<file path="src/rtl/clk_div_ctrl.sv">
// Run-time controller for a programmable clock divider.
// Produces clk_out with period 2*H clk cycles and 50% duty. H is reprogrammed
// through a valid/ready handshake and only takes effect at a half-period
// boundary (or while stopped). Stopping via en never truncates a high phase:
// a high phase in progress is drained to its full length before stopping.
module clk_div_ctrl #(
  parameter int unsigned CNT_W    = 16,
  parameter int unsigned DEF_HALF = 2
) (
  input  logic             clk,
  input  logic             rst_n,
  input  logic             en,
  input  logic             cfg_valid,
  input  logic [CNT_W-1:0] cfg_half,
  output logic             cfg_ready,
  output logic             cfg_err,
  output logic             clk_out,
  output logic             rise_tick,
  output logic             fall_tick,
  output logic             running
);

  typedef enum logic [1:0] {
    ST_STOP  = 2'd0,
    ST_RUN   = 2'd1,
    ST_DRAIN = 2'd2
  } state_t;

  // Controller state and half-period counter.
  state_t           r_state;
  logic [CNT_W-1:0] r_cnt;

  // Active half-period and the single-entry pending slot behind the handshake.
  logic [CNT_W-1:0] r_half;
  logic [CNT_W-1:0] r_pend;

  // Registered outputs.
  logic r_clk_out;
  logic r_rise;
  logic r_fall;
  logic r_running;
  logic r_cfg_ready;
  logic r_cfg_err;

  // Combinational decode of the current cycle.
  logic w_at_end;
  logic w_count;
  logic w_toggle;
  logic w_accept;
  logic w_reject;
  logic w_apply;

  // Last cycle of the current half-period. r_cnt never exceeds r_half-1,
  // and r_half is never 0, so the subtraction cannot wrap.
  assign w_at_end = (r_cnt == (r_half - CNT_W'(1)));

  // The counter advances in RUN and DRAIN, except for the cycle where RUN is
  // stopped during a low phase (that cycle goes straight to STOP).
  assign w_count  = (r_state == ST_DRAIN) ||
                    ((r_state == ST_RUN) && (en || r_clk_out));

  // clk_out changes level in this cycle.
  assign w_toggle = w_count && w_at_end;

  // Handshake: only offers seen while ready count; zero is rejected.
  assign w_accept = cfg_valid && r_cfg_ready && (cfg_half != '0);
  assign w_reject = cfg_valid && r_cfg_ready && (cfg_half == '0);

  // A pending value (ready low) is applied while stopped, or at the toggle
  // so the new H governs the following half-period in full.
  assign w_apply  = !r_cfg_ready && ((r_state == ST_STOP) || w_toggle);

  // Main FSM: state, counter, divided clock and edge ticks.
  always_ff @(posedge clk or negedge rst_n) begin
    if (!rst_n) begin
      r_state   <= ST_STOP;
      r_cnt     <= '0;
      r_clk_out <= 1'b0;
      r_rise    <= 1'b0;
      r_fall    <= 1'b0;
      r_running <= 1'b0;
    end else begin
      // NOTE: sequential state uses non-blocking assignments only; the tick
      // defaults below are then overridden later in the same block, which
      // makes them single-cycle pulses without extra clearing logic.
      r_rise <= 1'b0;
      r_fall <= 1'b0;
      case (r_state)
        ST_STOP: begin
          r_cnt     <= '0;
          r_clk_out <= 1'b0;
          if (en) begin
            r_state   <= ST_RUN;
            r_running <= 1'b1;
          end else begin
            r_running <= 1'b0;
          end
        end

        ST_RUN, ST_DRAIN: begin
          if (!w_count) begin
            // Stop requested during a low phase: the low level just continues.
            r_state   <= ST_STOP;
            r_running <= 1'b0;
            r_cnt     <= '0;
          end else begin
            if (w_at_end) begin
              r_cnt     <= '0;
              r_clk_out <= ~r_clk_out;
              r_rise    <= ~r_clk_out;
              r_fall    <= r_clk_out;
            end else begin
              r_cnt <= r_cnt + CNT_W'(1);
            end

            if (en) begin
              // Resuming from DRAIN keeps cnt and clk_out untouched.
              r_state   <= ST_RUN;
              r_running <= 1'b1;
            end else if (w_at_end) begin
              // Only reachable with clk_out high: this toggle is the fall.
              r_state   <= ST_STOP;
              r_running <= 1'b0;
            end else begin
              // Let the high phase finish at full length.
              r_state   <= ST_DRAIN;
              r_running <= 1'b1;
            end
          end
        end

        default: begin
          r_state   <= ST_STOP;
          r_cnt     <= '0;
          r_clk_out <= 1'b0;
          r_running <= 1'b0;
        end
      endcase
    end
  end

  // Configuration handshake: accept into the pending slot, apply at a boundary.
  always_ff @(posedge clk or negedge rst_n) begin
    if (!rst_n) begin
      r_half      <= CNT_W'(DEF_HALF);
      r_pend      <= '0;
      r_cfg_ready <= 1'b1;
      r_cfg_err   <= 1'b0;
    end else begin
      r_cfg_err <= w_reject;
      // Accept requires ready high and apply requires ready low, so the two
      // branches are mutually exclusive; an offer in the apply cycle is ignored.
      if (w_accept) begin
        r_pend      <= cfg_half;
        r_cfg_ready <= 1'b0;
      end else if (w_apply) begin
        r_half      <= r_pend;
        r_cfg_ready <= 1'b1;
      end
    end
  end

  // Output mapping.
  assign clk_out   = r_clk_out;
  assign rise_tick = r_rise;
  assign fall_tick = r_fall;
  assign running   = r_running;
  assign cfg_ready = r_cfg_ready;
  assign cfg_err   = r_cfg_err;

endmodule

</file>
<file path="config.mk">
export PLATFORM = sky130hd
export DESIGN_NAME = clk_div_ctrl
export DESIGN_NICKNAME = d
export VERILOG_FILES = /design/src/rtl/clk_div_ctrl.sv
export SDC_FILE = /design/constraint.sdc
export NUM_CORES = 1
export LEC_CHECK = 0
export CAP_MARGIN = 20
export CORE_MARGIN = 2
export CORE_UTILIZATION = 47
export CTS_BUF_LIST = sky130_fd_sc_hd__clkbuf_4
export CTS_CLUSTER_DIAMETER = 50
export DETAILED_ROUTE_END_ITERATION = 10
export HOLD_SLACK_MARGIN = 0.15
export PLACE_DENSITY = 0.67
export SYNTH_ARGS = -nofsm -noshare
export SYNTH_HDL_FRONTEND = slang
export SYNTH_SLANG_ARGS = --single-unit
</file>
<file path="constraint.sdc">
create_clock -name clk -period 8.92 [get_ports clk]
set_input_delay 1.784 -clock clk [delete_from_list [all_inputs] [get_ports clk]]
set_output_delay 1.784 -clock clk [all_outputs]
set_load 0.02 [all_outputs]
</file>
==> flow_summary_export.csv <==
group,metric,value,unit
synthesis,synth_top_area_share,43.94,%
route,vias_per_cell,5.657,
layout,area_growth_syn_to_layout,11.47,%
place,globalplace.congestion,0.7947,
layout,postLayoutCoreUtil,53.99,%
power,sequentialPowerShare,46.6,%
hold_path,worstHoldPathType,"reg -> reg",
synthesis,yosys_most_used_dff,"sky130_fd_sc_hd__dfrtp_1",
cts,cts.repair.resized,0,
place,post_dp_cell_area,0.003369,mm²
setup_path,endpoint_kind,"register",
floorplanning,die-height,84.89,µm
sta,setup-violations-final,0,
cts,postCtsSetupBuffers,0,
sta,clock-skew-final,11.27,ps
synthesis,netlist-cell-type-count,51,
sta,finalHoldViolCount,0,
floorplanning,initial_utilization,48.43,%
run_status,status,"completed",
synthesis,yosysSeqAreaShare,45.65,%
grt,grt_antenna_before_repair,0,
cts,max-clock-path-buffers,2,
setup_path,critical_path.max_stage_delay,560,ps
route,detail_route.drc_violations,0,
route,routed_wl,6017,µm
floorplanning,die_area,0.007206,mm²
sta,measured_slew_at_the_worst_slew_check_pin,805.4,ps
synthesis,synth_cells,281,
cts,cts_sinks,56,
setup_path,path_class,"in -> reg",
setup_path,crit-reg2reg-launch,"r_half[1]",
layout,fill_cell_total_of_the_finished_layout,540,
sta,post-route-min-period,3613,ps
route,final_antenna_net_count,0,
sta,period_share,40.51,%
floorplanning,placement_rows,29,
grt,grt_pass1_vias,2166,
grt,overall_routing_resource_usage,18.31,%
sta,postLayoutSetupSlackWorst,5307,ps
synthesis,synth_enable_flop_cells,0,
layout,total_inserted_antenna_cells,0,
synthesis,netlist_top_cells_area,"sky130_fd_sc_hd__dfrtp_1 44%, sky130_fd_sc_hd__mux2_2 7.7%, sky130_fd_sc_hd__mux2_4 4.9%",
power,total_switching_power,0.0003581,W
place,placement.setup.worst_slack,4880,ps
power,cellPowerDensity,273.8,mW/mm²
setup_path,critical_path.cell_chain,"clkdlybuf4s50_1 -> o21ai_0 -> nand2b_1 -> nor2b_1 -> nand4_2 -> o22ai_4 -> mux2_2",
floorplanning,boundaryPins,26,
route,routed-via-count,2178,
floorplanning,core,0.006350,mm²
synthesis,async_reset_ff_share,100.0,%
sta,relSlewSlack,45.63,%
cts,cts_max_level,2,
sta,setup-tns-final,0,ps
floorplanning,die-width,84.89,µm
hold_path,worst_hold_path.num_cells,1,
synthesis,synth.ff_latch_count,56,
cts,cts_tree,"yes",
synthesis,ys_warn_count,0,
synthesis,synth.net_count,307,
place,detailedPlacementHpwl,4560,µm
setup_path,worst_ep_required_time,9220,ps
setup_path,r2r_cells,9,
power,cellInternalPower,0.0005804,W
power,peakVddDrop,144.9,µV
power,p_sw_share,38.16,%
sta,fmax,0.2768,GHz
power,power_frac_clock,12.4,%
setup_path,r2r-end,"r_half[2]",
layout,final_area,0.003428,mm²
grt,final_global_route_overflow_total,0,
grt,grt_max_degree,57,
route,pre_antenna_drt_iters,4,
power,total_power,0.0009385,W
layout,fin_nets,333,
sta,timing.final.max_slew_violations,0,
power,combPwrFrac,41.0,%
setup_path,critPathMaxFanout,16,
synthesis,yosys.area.top_type,"sky130_fd_sc_hd__dfrtp_1",
synthesis,netlist_area_before_placement,0.003075,mm²
layout,drive_gt1_share,16.23,%
place,port_buffers,25,
hold_path,holdPathEnd,"r_pend[2]",
cts,insertion_delay,390,ps
setup_path,worst-r2r-setup-slack,5490,ps
setup_path,cp_slowest_cell,"sky130_fd_sc_hd__clkdlybuf4s50_1",
cts,cts-buffers-inserted,5,
flow_run,max_cap_viol_count,0,
setup_path,start_kind,"input port",
route,drt-wirelength-per-cell,15.63,µm
power,power.static_leakage,1.405,nW
cts,path_clk_slew,170,ps
synthesis,synth.avg_cell_area,10.94,µm²
route,drtIter0Drc,104,
cts,ctsRootBufferMaster,"sky130_fd_sc_hd__clkbuf_4",
hold_path,hp-start,"r_pend[2]",
sta,rsz0062_at_grt,"false",
setup_path,cp_data_arrival_time,3910,ps
grt,wire_length_of_the_first_global_routing_pass,10640,µm
cts,ctsHoldBuffers,0,
==> cell usage in the layout, fill, tap and decap left out, types with 3 or more instances in the layout <==
| cell type | Yosys | routed |
|---|---|---|
| sky130_fd_sc_hd__nand4_1 | 6 | 6 |
| sky130_fd_sc_hd__dfrtp_1 | 54 | 54 |
| sky130_fd_sc_hd__and3_1 | 6 | 6 |
| sky130_fd_sc_hd__a21oi_1 | 6 | 6 |
| sky130_fd_sc_hd__nand2_1 | 13 | 13 |
| sky130_fd_sc_hd__nand2b_1 | 4 | 4 |
| sky130_fd_sc_hd__nor2b_1 | 3 | 3 |
| sky130_fd_sc_hd__nor4_1 | 7 | 7 |
| sky130_fd_sc_hd__o31ai_1 | 3 | 3 |
| sky130_fd_sc_hd__nor3_1 | 7 | 7 |
| sky130_fd_sc_hd__nand3_1 | 10 | 10 |
| sky130_fd_sc_hd__xnor2_1 | 13 | 13 |
| sky130_fd_sc_hd__xor2_1 | 17 | 17 |
| sky130_fd_sc_hd__or3_1 | 6 | 6 |
| sky130_fd_sc_hd__o21ai_0 | 8 | 8 |
| sky130_fd_sc_hd__nor2_1 | 27 | 27 |
| sky130_fd_sc_hd__clkdlybuf4s50_1 | 0 | 24 |
| sky130_fd_sc_hd__inv_1 | 12 | 12 |
| sky130_fd_sc_hd__ha_1 | 6 | 6 |
| sky130_fd_sc_hd__mux2_4 | 10 | 10 |
| sky130_fd_sc_hd__clkbuf_4 | 0 | 5 |
| sky130_fd_sc_hd__mux2_2 | 21 | 21 |
==> power groups by stage <==
stage | combinational [W] | sequential, W | clock [W]
floorplan | 0.000330 | 0.000410 | 0
global placement | 0.000373 | 0.000440 | 0
detailed placement | 0.000385 | 0.000444 | 0
CTS | 0.000387 | 0.000438 | 0.000120
global route | 0.000429 | 0.000453 | 0.000129
finish | 0.000385 | 0.000437 | 0.000117
==> worst max path at each step <==
stage,end,cells past startpoint,start,slack (ps)
detailed placement,r_half[5],7,en,4880
CTS,r_half[2],7,en,5300
global route,r_half[2],7,en,5160
finish,r_half[2],7,en,5310
floorplan,r_pend[10],6,cfg_half[2],5800
global placement,r_pend[2],6,cfg_half[3],4870
==> layout make-up <==
class / instances / area, µm² / share of cell area, %
Multi-Input combinational cell: 205 / 1564 / 45.62
Sequential cell: 56 / 1404 / 40.95
Timing Repair Buffer: 27 / 260.3 / 7.591
Tap cell: 77 / 96.34 / 2.810
Inverter: 12 / 45.04 / 1.314
Clock buffer: 5 / 37.54 / 1.095
Clock inverter: 3 / 21.27 / 0.6204
==> logic make-up (layout without fill, tap and decap cells) <==
family / count (synthesis) / in the layout / share of synthesized area (%)
buffers and inverters: 20 / 47 / 3.498
and+or+nand+nor: 102 / 102 / 18.43
muxes: 31 / 31 / 12.57
DFF: 56 / 56 / 45.65
adders and majority gates: 6 / 6 / 2.441
xor gates and xnor gates: 30 / 30 / 8.543
AOI/OAI and AO/OA: 36 / 36 / 8.870
==> state kept, by name (all words and copies together) (netlist names) <==
register   cells
r_half        16
r_cnt         16
cfg_ready      1
running        1
rise_tick      1
r_state        2
cfg_err        1
clk_out        1
fall_tick      1
r_pend        16
==> synth_stat cells (all sizes together), types with 2 or more instances <==
cell type and number:
dfrtp 54, mux2 31, nor2 27, xor2 17
nand2 13, xnor2 13, inv 12, nand3 11
o21ai 9, nor4 8, nand4 7, nor3 7
a21oi 6, and3 6, ha 6, or3 6
buf 4, clkbuf 4, nand2b 4, nor2b 3
o31ai 3, dfstp 2, nor3b 2, o211ai 2
o21a 2, o311ai 2, o31a 2, or4 2
==> routing by layer <==
metal / vias to the layer above / share of wire [%] / global-route usage [%]
met3: 7 / 3.5 / 3.016
li1: 1058 / - / -
met2: 45 / 48 / 29.99
met1: 1068 / 47 / 25.59
met4: 0 / 1.3 / 4.618
met5: - / 0 / 0
==> per-stage QoR <==
stage | std cells | hold WS (ps)
CTS | 385 | 514.5
floorplan | 281 | 457.6
detailed placement | 377 | 478.0
global route | 385 | 549.9
finish | 385 | 514.2
global placement | 376 | 469.8
==> critical path: cells and delay by family <==
family | cells | cell delay [ps]
multiplexers | 1 | 410
AO/OA/AOI/OAI | 2 | 680
AND/OR/NAND/NOR | 3 | 480
buffers and inverters | 1 | 560
(Power assumes the default switching activity.)
==> RTL change: new RTL, same flow settings <==
Re-encode `state_t` (3 states) as one-hot, 3 bits wide.
--- a/src/rtl/clk_div_ctrl.sv
+++ b/src/rtl/clk_div_ctrl.sv
@@ -21,8 +21,8 @@
 );
 
-  typedef enum logic [1:0] {
-    ST_STOP  = 2'd0,
-    ST_RUN   = 2'd1,
-    ST_DRAIN = 2'd2
+  typedef enum logic [2:0] {
+    ST_STOP  = 3'b001,
+    ST_RUN   = 3'b010,
+    ST_DRAIN = 3'b100
   } state_t;
 
Function: no difference found for any inputs over 10 cycles, from zero or initial values and one cycle with rst_n low; not proved beyond that.
==> RTL change against the unedited design <==
Setup slack improved by 0.17 ns. Largest cell class unchanged. Cell area increased by 8.0%. Power decreased by 3.1%. Wire length increased by 12%. Sequential cell count increased by 1. Area after synthesis increased by 6.9%. Highest routed layer unchanged. Sequential power decreased by 3%. Utilization increased by 0.50 points. Critical endpoint is now r_cnt[7]. Worst hold slack improved by 0.016 ns.
==> RTL change: results (changes against the unedited design) <==
| Metric | Value |
|---|---|
| Status | complete, no violations (unchanged) |
| Share of synthesized cell area in full adder, half adder and majority cells | 0.761% (was 2.44%) |
| NumNets Final | 377 (was 333) |
| Placement-stage cell area | 3560 sq um (was 3370 sq um) |
| Arrival time of the worst setup path | 3.73 ns (was 3.91 ns) |
| Layout cells sized above 1 | 13.3% (was 16.2%) |
| Critical register-to-register path endpoint | r_cnt[7] (was r_half[2]) |
| Largest fanout on the critical path | 37 (was 16) |
| Clock edge transition at the registers on the reported setup and hold paths | 0.10 ns (was 0.17 ns) |
| Slowest cell delay on critical path | 0.58 ns (was 0.56 ns) |
| Multiplexer area fraction after synthesis | 7.04% (was 12.6%) |
| Maximum vdd ir drop | 0.000199 V (was 0.000145 V) |
| Detailed router's first-iteration violation count | 188 (was 104) |
| Total wire length | 6770 um (was 6020 um) |
| Hold path start | clk_out (was r_pend[2]) |
| Post-synthesis net count | 360 (was 307) |
| Clock buffer count from CTS | 9 (was 5) |
| Most numerous cell types in the synthesized netlist | sky130_fd_sc_hd__dfrtp_1 (54), sky130_fd_sc_hd__nor2_1 (32), sky130_fd_sc_hd__nand2_1 (28) (was sky130_fd_sc_hd__dfrtp_1 (54), sky130_fd_sc_hd__nor2_1 (27), sky130_fd_sc_hd__mux2_2 (21)) |
| WL/cell | 14.8 um (was 15.6 um) |
| Wire length of the first global-routing pass | 11900 um (was 10600 um) |
| Critical path launch point type | register (was input port) |
| Synth unique cells | 55 (was 51) |
| Standby leakage power | 1.43 nW (was 1.41 nW) |
| Kind of cell with the highest combined delay on the critical path | simple AND/OR/NAND/NOR gates (was compound AO/OA/AOI/OAI gates) |
| Worst clock skew on the final layout | 0.0119 ns (was 0.0113 ns) |
| Critical Path Slowest Stage Cell | sky130_fd_sc_hd__or4_1 (was sky130_fd_sc_hd__clkdlybuf4s50_1) |
| Placed cell count | 439 (was 377) |
| Global Route Usage Sum | 19.8% (was 18.3%) |
-- RTL change: cell types whose count changed after synthesis, sizes merged, moves of 6 or more --
cell,before,now
mux2,31,17
xnor2,13,20
o211ai,2,19
nand2,13,29
a22oi,1,16
nor2b,3,9
nand3,11,22
clkbuf,4,14
inv,12,6
-- RTL change: logic make-up after synthesis --
group	Yosys count
multiplexers	21
buffers and inverters	28
AND/OR/NAND/NOR	139
adder cells (fa/ha/maj)	2
flip-flops	57
XOR/XNOR	32
AO/OA/AOI/OAI	59
-- RTL change: layout make-up --
cell class | count | area [sq um]
Fill cell | 616 | 3090
Multi-Input combinational cell | 253 | 1730
Sequential cell | 57 | 1430
Timing Repair Buffer | 28 | 268
Tap cell | 96 | 120
Clock buffer | 10 | 75.1
Clock inverter | 6 | 58.8
Inverter | 6 | 22.5
-- RTL change: worst max-delay path by stage --
| stage | endpoint | slack (ns) | cells after the start |
|---|---|---|---|
| floorplan | r_pend[10] | 5.77 | 6 |
| global placement | r_half[12] | 5.11 | 6 |
| detailed placement | r_half[5] | 5.06 | 6 |
| CTS | r_cnt[7] | 5.43 | 9 |
| global route | r_cnt[2] | 5.14 | 9 |
| finish | r_cnt[7] | 5.47 | 9 |
-- RTL change: routing by layer --
| layer | vias up | part of all wire (%) | wire, um | global-route usage (%) |
|---|---|---|---|---|
| li1 | 1259 | - | - | - |
| met1 | 1264 | 48 | 3230 | 27.4 |
| met2 | 63 | 46 | 3090 | 29.8 |
| met3 | 12 | 4.6 | 308 | 3.68 |
| met4 | 0 | 2.0 | 136 | 9.79 |
| met5 | - | 0 | 0 | 0 |
-- RTL change: report_power, final --
group          leakage [nW]  internal (mW)  switching, mW
Clock                0.0715         0.0867         0.0985
Combinational         0.674          0.152          0.146
Sequential            0.684          0.332         0.0941
Total                  1.43          0.571          0.339
